$ cat src/rtl/shift_reg_sequencer_if.sv
// Command/drive bundle between a command source and shift_reg_sequencer:
// valid/ready command fields in, shift-register drive and status out.
interface shift_reg_sequencer_if #(
  parameter int WIDTH = 3,
  parameter int CNT_W = 3
);
  logic             cmd_valid;
  logic             cmd_ready;
  logic [2:0]       cmd_op;
  logic [WIDTH-1:0] cmd_data;
  logic [CNT_W-1:0] cmd_cnt;
  logic             cmd_lin;
  logic             cmd_rin;
  logic [2:0]       sel;
  logic [WIDTH-1:0] data;
  logic             lin;
  logic             rin;
  logic             busy;
  logic             done;

  modport slave (
    input  cmd_valid, cmd_op, cmd_data, cmd_cnt, cmd_lin, cmd_rin,
    output cmd_ready, sel, data, lin, rin, busy, done
  );

  modport master (
    output cmd_valid, cmd_op, cmd_data, cmd_cnt, cmd_lin, cmd_rin,
    input  cmd_ready, sel, data, lin, rin, busy, done
  );
endinterface

$ cat src/rtl/shift_reg_sequencer.sv
// Command sequencer that drives a universal shift register for N cycles per command.
// Define SHSEQ_FIFO_EN to place a DEPTH-entry command FIFO in front of the FSM.
module shift_reg_sequencer #(
  parameter int WIDTH = 3,
  parameter int CNT_W = 3,
  parameter int DEPTH = 4
) (
  input logic                  clk,
  input logic                  clr,
  shift_reg_sequencer_if.slave bus
);

  localparam logic [0:0] S_IDLE  = 1'b0;
  localparam logic [0:0] S_EXEC  = 1'b1;
  localparam logic [2:0] OP_HOLD = 3'b000;
  localparam logic [2:0] OP_LOAD = 3'b001;

  if (DEPTH < 2 || (DEPTH & (DEPTH - 1)) != 0) begin : g_depth_bad
    $error("shift_reg_sequencer: DEPTH must be a power of 2 and at least 2");
  end

  logic [0:0]       r_state;
  logic [CNT_W-1:0] r_cnt;
  logic [2:0]       r_sel;
  logic [WIDTH-1:0] r_data;
  logic             r_lin;
  logic             r_rin;
  logic             r_busy;
  logic             r_done;

  logic             w_slot_free;
  logic             w_ready;
  logic             w_start;
  logic [2:0]       w_op;
  logic [WIDTH-1:0] w_data;
  logic [CNT_W-1:0] w_cnt;
  logic             w_lin;
  logic             w_rin;
  logic [CNT_W-1:0] w_len_m1;
  logic             w_last;

  // The counter reads 0 in IDLE and during the final execute cycle, so either
  // condition lets the next command start on this edge without a gap.
  assign w_last      = (r_state == S_EXEC) && (r_cnt == {CNT_W{1'b0}});
  assign w_slot_free = (r_state == S_IDLE) || (r_cnt == {CNT_W{1'b0}});

`ifdef SHSEQ_FIFO_EN
  localparam int AW    = $clog2(DEPTH);
  localparam int CMD_W = 3 + WIDTH + CNT_W + 2;

  logic [CMD_W-1:0] r_fifo [DEPTH];
  logic [AW:0]      r_wptr;
  logic [AW:0]      r_rptr;
  logic             w_full;
  logic             w_empty;
  logic             w_push;
  logic             w_pop;

  assign w_empty = (r_wptr == r_rptr);
  assign w_full  = (r_wptr[AW] != r_rptr[AW]) && (r_wptr[AW-1:0] == r_rptr[AW-1:0]);
  assign w_ready = !clr && !w_full;
  assign w_push  = bus.cmd_valid && w_ready;
  assign w_pop   = !clr && w_slot_free && !w_empty;
  assign w_start = w_pop;
  assign {w_op, w_data, w_cnt, w_lin, w_rin} = r_fifo[r_rptr[AW-1:0]];

  // FIFO storage write; contents need no reset because the pointers gate reads
  always_ff @(posedge clk) begin
    if (w_push) begin
      r_fifo[r_wptr[AW-1:0]] <= {bus.cmd_op, bus.cmd_data, bus.cmd_cnt, bus.cmd_lin, bus.cmd_rin};
    end
  end

  // FIFO pointers; clr flushes every queued command
  always_ff @(posedge clk) begin
    if (clr) begin
      r_wptr <= {(AW + 1){1'b0}};
      r_rptr <= {(AW + 1){1'b0}};
    end else begin
      if (w_push) begin
        r_wptr <= r_wptr + (AW + 1)'(1);
      end
      if (w_pop) begin
        r_rptr <= r_rptr + (AW + 1)'(1);
      end
    end
  end
`else
  assign w_ready = !clr && w_slot_free;
  assign w_start = bus.cmd_valid && w_ready;
  assign w_op    = bus.cmd_op;
  assign w_data  = bus.cmd_data;
  assign w_cnt   = bus.cmd_cnt;
  assign w_lin   = bus.cmd_lin;
  assign w_rin   = bus.cmd_rin;
`endif

  // Execute length minus one: hold/load run once, a zero count is treated as one
  always_comb begin
    w_len_m1 = {CNT_W{1'b0}};
    if (w_op == OP_HOLD || w_op == OP_LOAD) begin
      w_len_m1 = {CNT_W{1'b0}};
    end else if (w_cnt == {CNT_W{1'b0}}) begin
      w_len_m1 = {CNT_W{1'b0}};
    end else begin
      w_len_m1 = w_cnt - CNT_W'(1);
    end
  end

  // Sequencer FSM and registered shift-register drive
  always_ff @(posedge clk) begin
    if (clr) begin
      r_state <= S_IDLE;
      r_cnt   <= {CNT_W{1'b0}};
      r_sel   <= OP_HOLD;
      r_data  <= {WIDTH{1'b0}};
      r_lin   <= 1'b0;
      r_rin   <= 1'b0;
      r_busy  <= 1'b0;
      r_done  <= 1'b0;
    end else begin
      r_done <= w_last;
      if (w_start) begin
        r_state <= S_EXEC;
        r_cnt   <= w_len_m1;
        r_sel   <= w_op;
        r_data  <= w_data;
        r_lin   <= w_lin;
        r_rin   <= w_rin;
        r_busy  <= 1'b1;
      end else if (r_state == S_EXEC) begin
        if (r_cnt == {CNT_W{1'b0}}) begin
          r_state <= S_IDLE;
          r_sel   <= OP_HOLD;
          r_busy  <= 1'b0;
        end else begin
          r_cnt <= r_cnt - CNT_W'(1);
        end
      end else begin
        r_sel  <= OP_HOLD;
        r_busy <= 1'b0;
      end
    end
  end

  assign bus.cmd_ready = w_ready;
  assign bus.sel       = r_sel;
  assign bus.data      = r_data;
  assign bus.lin       = r_lin;
  assign bus.rin       = r_rin;
  assign bus.busy      = r_busy;
  assign bus.done      = r_done;

endmodule

$ cat src/flat_wrapper.sv
// flat-port wrapper written by rule: the top's interface ports become plain ports
module shift_reg_sequencer_flat 
#(
  parameter int WIDTH = 3,
  parameter int CNT_W = 3,
  parameter int DEPTH = 4
)
  (clk, clr, bus_cmd_valid, bus_cmd_op, bus_cmd_data, bus_cmd_cnt, bus_cmd_lin, bus_cmd_rin, bus_cmd_ready, bus_sel, bus_data, bus_lin, bus_rin, bus_busy, bus_done);
  shift_reg_sequencer_if #(.WIDTH(WIDTH), .CNT_W(CNT_W)) bus_i ();
  input logic clk;
  input logic clr;
  input wire logic [$bits(bus_i.cmd_valid)-1:0] bus_cmd_valid;
  input wire logic [$bits(bus_i.cmd_op)-1:0] bus_cmd_op;
  input wire logic [$bits(bus_i.cmd_data)-1:0] bus_cmd_data;
  input wire logic [$bits(bus_i.cmd_cnt)-1:0] bus_cmd_cnt;
  input wire logic [$bits(bus_i.cmd_lin)-1:0] bus_cmd_lin;
  input wire logic [$bits(bus_i.cmd_rin)-1:0] bus_cmd_rin;
  output wire logic [$bits(bus_i.cmd_ready)-1:0] bus_cmd_ready;
  output wire logic [$bits(bus_i.sel)-1:0] bus_sel;
  output wire logic [$bits(bus_i.data)-1:0] bus_data;
  output wire logic [$bits(bus_i.lin)-1:0] bus_lin;
  output wire logic [$bits(bus_i.rin)-1:0] bus_rin;
  output wire logic [$bits(bus_i.busy)-1:0] bus_busy;
  output wire logic [$bits(bus_i.done)-1:0] bus_done;
  assign bus_i.cmd_valid = bus_cmd_valid;
  assign bus_i.cmd_op = bus_cmd_op;
  assign bus_i.cmd_data = bus_cmd_data;
  assign bus_i.cmd_cnt = bus_cmd_cnt;
  assign bus_i.cmd_lin = bus_cmd_lin;
  assign bus_i.cmd_rin = bus_cmd_rin;
  assign bus_cmd_ready = bus_i.cmd_ready;
  assign bus_sel = bus_i.sel;
  assign bus_data = bus_i.data;
  assign bus_lin = bus_i.lin;
  assign bus_rin = bus_i.rin;
  assign bus_busy = bus_i.busy;
  assign bus_done = bus_i.done;
  shift_reg_sequencer #(.WIDTH(WIDTH), .CNT_W(CNT_W), .DEPTH(DEPTH)) u_core (.clk(clk), .clr(clr), .bus(bus_i));
endmodule
$ cat config.mk
export PLATFORM = sky130hd
export DESIGN_NAME = shift_reg_sequencer_flat
export DESIGN_NICKNAME = d
export VERILOG_FILES = /design/src/rtl/shift_reg_sequencer_if.sv /design/src/rtl/shift_reg_sequencer.sv /design/src/flat_wrapper.sv
export SDC_FILE = /design/constraint.sdc
export NUM_CORES = 1
export LEC_CHECK = 0
export ABC_AREA = 0
export BUFFER_PORTS_ARGS = -buffer_cell sky130_fd_sc_hd__buf_2
export CAP_MARGIN = 20
export CORE_AREA = 3 3 40 42
export DETAILED_ROUTE_END_ITERATION = 8
export DIE_AREA = 0 0 43 45
export GPL_TIMING_DRIVEN = 0
export PLACE_DENSITY = 0.77
export SETUP_SLACK_MARGIN = 0.02
export SLEW_MARGIN = 20
export SYNTH_ARGS = -nofsm -noshare
export SYNTH_HDL_FRONTEND = slang
export SYNTH_SLANG_ARGS = --single-unit
$ cat constraint.sdc
create_clock -name clk -period 2.2 [get_ports clk]
set_input_delay 0.33 -clock clk [delete_from_list [all_inputs] [get_ports clk]]
set_output_delay 0.33 -clock clk [all_outputs]
set_load 0.05 [all_outputs]
# Yosys cells after proc, flatten, opt, wreduce, memory -nomap -nowiden
# Cells that the tools add are included.
# W data, S select, Z words.
dict set report classes {
  mux 14
  n_reduce_logical 11
  eq_ne 3
  add_sub_neg 2
  n_bitwise 1
}
# op count
set ops {}
lappend ops {{$mux W3} 8}
lappend ops {{$logic_not A3 Y1} 3}
lappend ops {{$mux W1} 6}
lappend ops {{$sub A3 B1 Y3 const B} 2}
lappend ops {{$eq A3 B1 Y1 const B} 1}
lappend ops {{$logic_and A1 B1 Y1} 3}
lappend ops {{$ne A3 B3 Y1 const B} 1}
lappend ops {{$logic_or A1 B1 Y1} 2}
lappend ops {{$ne A2 B1 Y1 const B} 1}
lappend ops {{$reduce_and A2 Y1} 1}
lappend ops {{$reduce_bool A2 Y1} 1}
lappend ops {{$logic_not A1 Y1} 1}
lappend ops {{$not A1 Y1} 1}
dict set report totals {
  wordCells 39
  regBits 14
}

# Longest topological paths before layout
dict set report logic_depth {
  word_depth 6
  ltp_mapped 7
}

# Worst setup path after synthesis
# Ideal clock, no wire load.
dict set report synth_timing {
  path_kind {reg2out}
  start {reg u_core.r_cnt[0]}
  end {out bus_cmd_ready}
  t_required_ns 1.870
  stages_incl_launch_ff 7
  t_arrival_ns 1.586
  path_slack_ns 0.284
  path_cell_list {dfxtp_1 inv_1 ha_1 nand2b_4 and2_1 buf_6 nor2_1}
}
dict set report synth_between {
  elab_chain_cells 3
}
# element line_no
set synth_rtl {}
lappend synth_rtl {{start: declaration} shift_reg_sequencer.sv:23} ;# logic [CNT_W-1:0] r_cnt;
lappend synth_rtl {{start signal: assignment} shift_reg_sequencer.sv:114} ;# r_cnt <= {CNT_W{1'b0}};
lappend synth_rtl {{start signal: assignment} shift_reg_sequencer.sv:125} ;# r_cnt <= w_len_m1;
lappend synth_rtl {{start signal: assignment} shift_reg_sequencer.sv:137} ;# r_cnt <= r_cnt - CNT_W'(1);
lappend synth_rtl {{$logic_not A3 Y1} shift_reg_sequencer.sv:45} ;# assign w_slot_free = (r_state == S_IDLE) || (r_cnt == {CNT_W{1'b0}});
lappend synth_rtl {{$logic_or A1 B1 Y1} shift_reg_sequencer.sv:45}
lappend synth_rtl {{$logic_and A1 B1 Y1} shift_reg_sequencer.sv:89} ;# assign w_ready = !clr && w_slot_free;
lappend synth_rtl {{end: declaration} flat_wrapper.sv:18} ;# output wire logic [$bits(bus_i.cmd_ready)-1:0] bus_cmd_ready;
# No other way between the ends.

# Worst setup path after layout
# Ends and elaborated chain as after synthesis.

==> summary.md <==
| Metric | Value |
|---|---|
| Power density over cell area | `between 700 and 800 nW/µm²` |
| WHS | `about 0.28 ns` |
| Yosys cell types | `24` |
| Register area | `around 280 µm²` |
| Clk sinks | `14` |
| Aggregate global routing overflow | `0` |
| CP Max Fanout | `8` |
| DRC viols | `0` |
| DR vias/cell | `roughly 5.2` |
| CP Data Arrival Time | `between 1.5 and 2 ns` |
| Routed wire length per instance | `between 10 and 15 µm` |
| Total wire length | `between 1 and 1.5 mm` |
| Required @ worst endpoint | `between 1.5 and 2 ns` |
| # setup viols final | `0` |
| Core area | `1280 µm²` |
| Post-synthesis cell count | `about 70` |
| Antenna Nets Post-Route | `0` |
| Root buf cell | `clkbuf_4` |
| Final period utilization | `between 90% and 100%` |
| # rows | `13` |
| Multi-input gate area | `~300 µm²` |
| FMAX | `around 500 MHz` |
| Clock Skew | `between 0.0009 and 0.001 ns` |
| Worst slew pin tran | `between 0.3 and 0.4 ns` |
| Syn Nets | `84` |
| Gpl congestion | `0.680` |
| Post-synthesis cell area | `slightly above 600 µm²` |
| Final Net Count | `between 100 and 150` |
| Max IR drop VDD | `roughly 0.42 mV` |
| Crit end category | `output port` |
| Final HPWL DP | `~910 µm` |
| Tmin final | `roughly 2.0 ns` |
| Vias in the first global route | `about 520` |
| Relative slew margins | `between 70% and 80%` |
| Yosys top cell by area | `dfxtp_1` |
| Design Power | `approximately 630 µW` |
| Setup TNS | `0 ns` |
| Ratio of cells with drive above 1 in the final layout | `34.7%` |
| # resized after CTS | `0` |
| Port Buffers | `23` |
| CTS tree | `built` |
| Antenna violations before repair | `0` |
| YS warnings | `0` |
| Outcome | `finished clean` |
| Largest net degree at the start of global routing | `11` |
| Final hold vios | `0` |
| Cell area after layout | `786 µm²` |
| Insertion delay to the later sink of the worst-skew pair | `~0.28 ns` |
| Top Ports | `25` |
| CTS Buffer Depth | `2` |
| Worst-path clk slew | `0.09 ns` |
| FF+latch count, synth | `14` |
| Tightest Hold Check Type | `in -> reg` |
| CTS Buf Count | `3` |
| Htree depth | `1` |
| Pre-antenna DRT Iters | `5` |
| Vias | `about 570` |
| Initial DRC Count | `13` |
| Share of the synthesized area in the top cell type | `45.5%` |
| Global-route wire length before repair | `between 2 and 2.5 mm` |
| Filler cells | `118` |
| Max Cap Viol | `0` |
| Synth top area cells | `dfxtp_1 (46%), mux2i_1 (8.1%), a21oi_1 (7.3%), nor2_1 (4.9%), ha_1 (4.1%)` |
| Utilization after layout | `between 60 and 70%` |
| Die Y | `45 µm` |
| Sequential share of the synthesized area | `45.5%` |
| Kind of critical path | `reg -> out` |
| DIE WIDTH | `approximately 43 µm` |
| Global-route usage over all layers | `between 10% and 20%` |
| Avg Inst Size Synth | `9.05 µm²` |
| Die area | `1940 µm²` |
| Hold_buf cts | `0` |
| Max Slew Vio Count | `0` |
| Diode count | `0` |
| Initial Util | `between 40 and 50%` |
| Leakage power | `0.000367 µW` |
| Startpoint types | `register` |
| Post-CTS setup buffers | `0` |
| RSZ-0062 raised after global routing | `false` |
| Layout area overhead | `27.6%` |
| DP Area | `roughly 750 µm²` |
==> cells in the mapped netlist <==
cell type and instances:
a31oi_1 1, nand2b_1 1, nor3b_1 1, nand3_1 3, mux2i_1 5, a21oi_1 9, nand2b_4 1, nand2_1 5
o22ai_1 1, and4bb_2 1, dfxtp_1 14, a21oi_2 1, a211oi_1 2, clkbuf_1 1, ha_1 2, inv_1 3
buf_6 1, nor2_1 8, o221a_2 1, buf_2 1, o21ai_0 3, or3_1 1, nor3_1 1, and2_1 1
==> where the power goes <==
part,internal (µW),switching [µW]
registers,272,9.12
clock network,101,87.0
logic,54.7,102
==> logic make-up (layout without fill, tap and decap cells) <==
family | count (synthesis) | in the layout | share of synthesized area (%)
compound gates | 18 | 18 | 17.5
fa+ha+maj | 2 | 2 | 4.06
buf+inv | 6 | 33 | 5.08
flops | 14 | 14 | 45.5
mux | 5 | 5 | 8.13
simple gates | 23 | 23 | 19.7
==> worst paths after layout <==
| kind | to | depth (start not counted) | slack (ns) | start |
|---|---|---|---|---|
| worst max-delay path | bus_cmd_ready | 7 | 0.22 | u_core.r_cnt[0] |
| worst min-delay path | u_core.bus.rin | 3 | 0.28 | bus_cmd_rin |
| worst max register to register | u_core.r_cnt[2] | 7 | 0.61 | u_core.r_cnt[0] |
| worst min register to register | u_core.bus.sel[2] | 2 | 0.46 | u_core.bus.sel[2] |
==> critical path, cell delays in order, from the launching register on <==
cell,delay (ns)
dfxtp_1,0.30
inv_1,0.11
ha_1,0.25
nand2b_4,0.08
and2_1,0.16
buf_6,0.13
nor2_1,0.07
buf_2,0.27
==> routing by layer <==
layer / global-route usage [%] / vias to the layer above / wire (µm)
met5: 0 / - / 0
met4: 9.04 / 0 / 45
met3: 2.39 / 8 / 78
met2: 24.6 / 23 / 561
met1: 17.4 / 246 / 582
li1: - / 295 / -
==> cell type report <==
class	instances	share of cell area (%)
clock buffers	4	4.62
inverters	3	1.43
multi-input cells	48	38.7
well taps	15	2.39
repair buffers	23	14.6
plain buffers	3	2.55
flip-flops and latches	14	35.7
==> flip-flops by register name, summed over array words and instances (netlist names) <==
register         cells
u_core.bus.data      3
u_core.bus.rin       1
u_core.bus.busy      1
u_core.r_cnt         3
u_core.r_state       1
u_core.bus.sel       3
u_core.bus.done      1
u_core.bus.lin       1
==> through the flow <==
stage | worst slack [ns] | cells
4_1_cts | 0.205 | 110
3_5_place_dp | 0.523 | 106
2_1_floorplan | 0.284 | 68
6_report | 0.216 | 110
5_1_grt | 0.122 | 110
3_3_place_gp | 0.543 | 106
==> cell usage in the layout (no fill, tap or decap), drive strengths merged <==
master,instances
o22ai,1
ha,2
a211oi,2
mux2i,5
o21ai,3
and2,1
and4bb,1
nand3,3
dfxtp,14
nor3,1
a21oi,10
or3,1
a31oi,1
nand2,5
nand2b,2
o221a,1
clkbuf,5
inv,3
nor2,8
buf,25
nor3b,1
No activity file was read; power rests on OpenSTA's default activity.
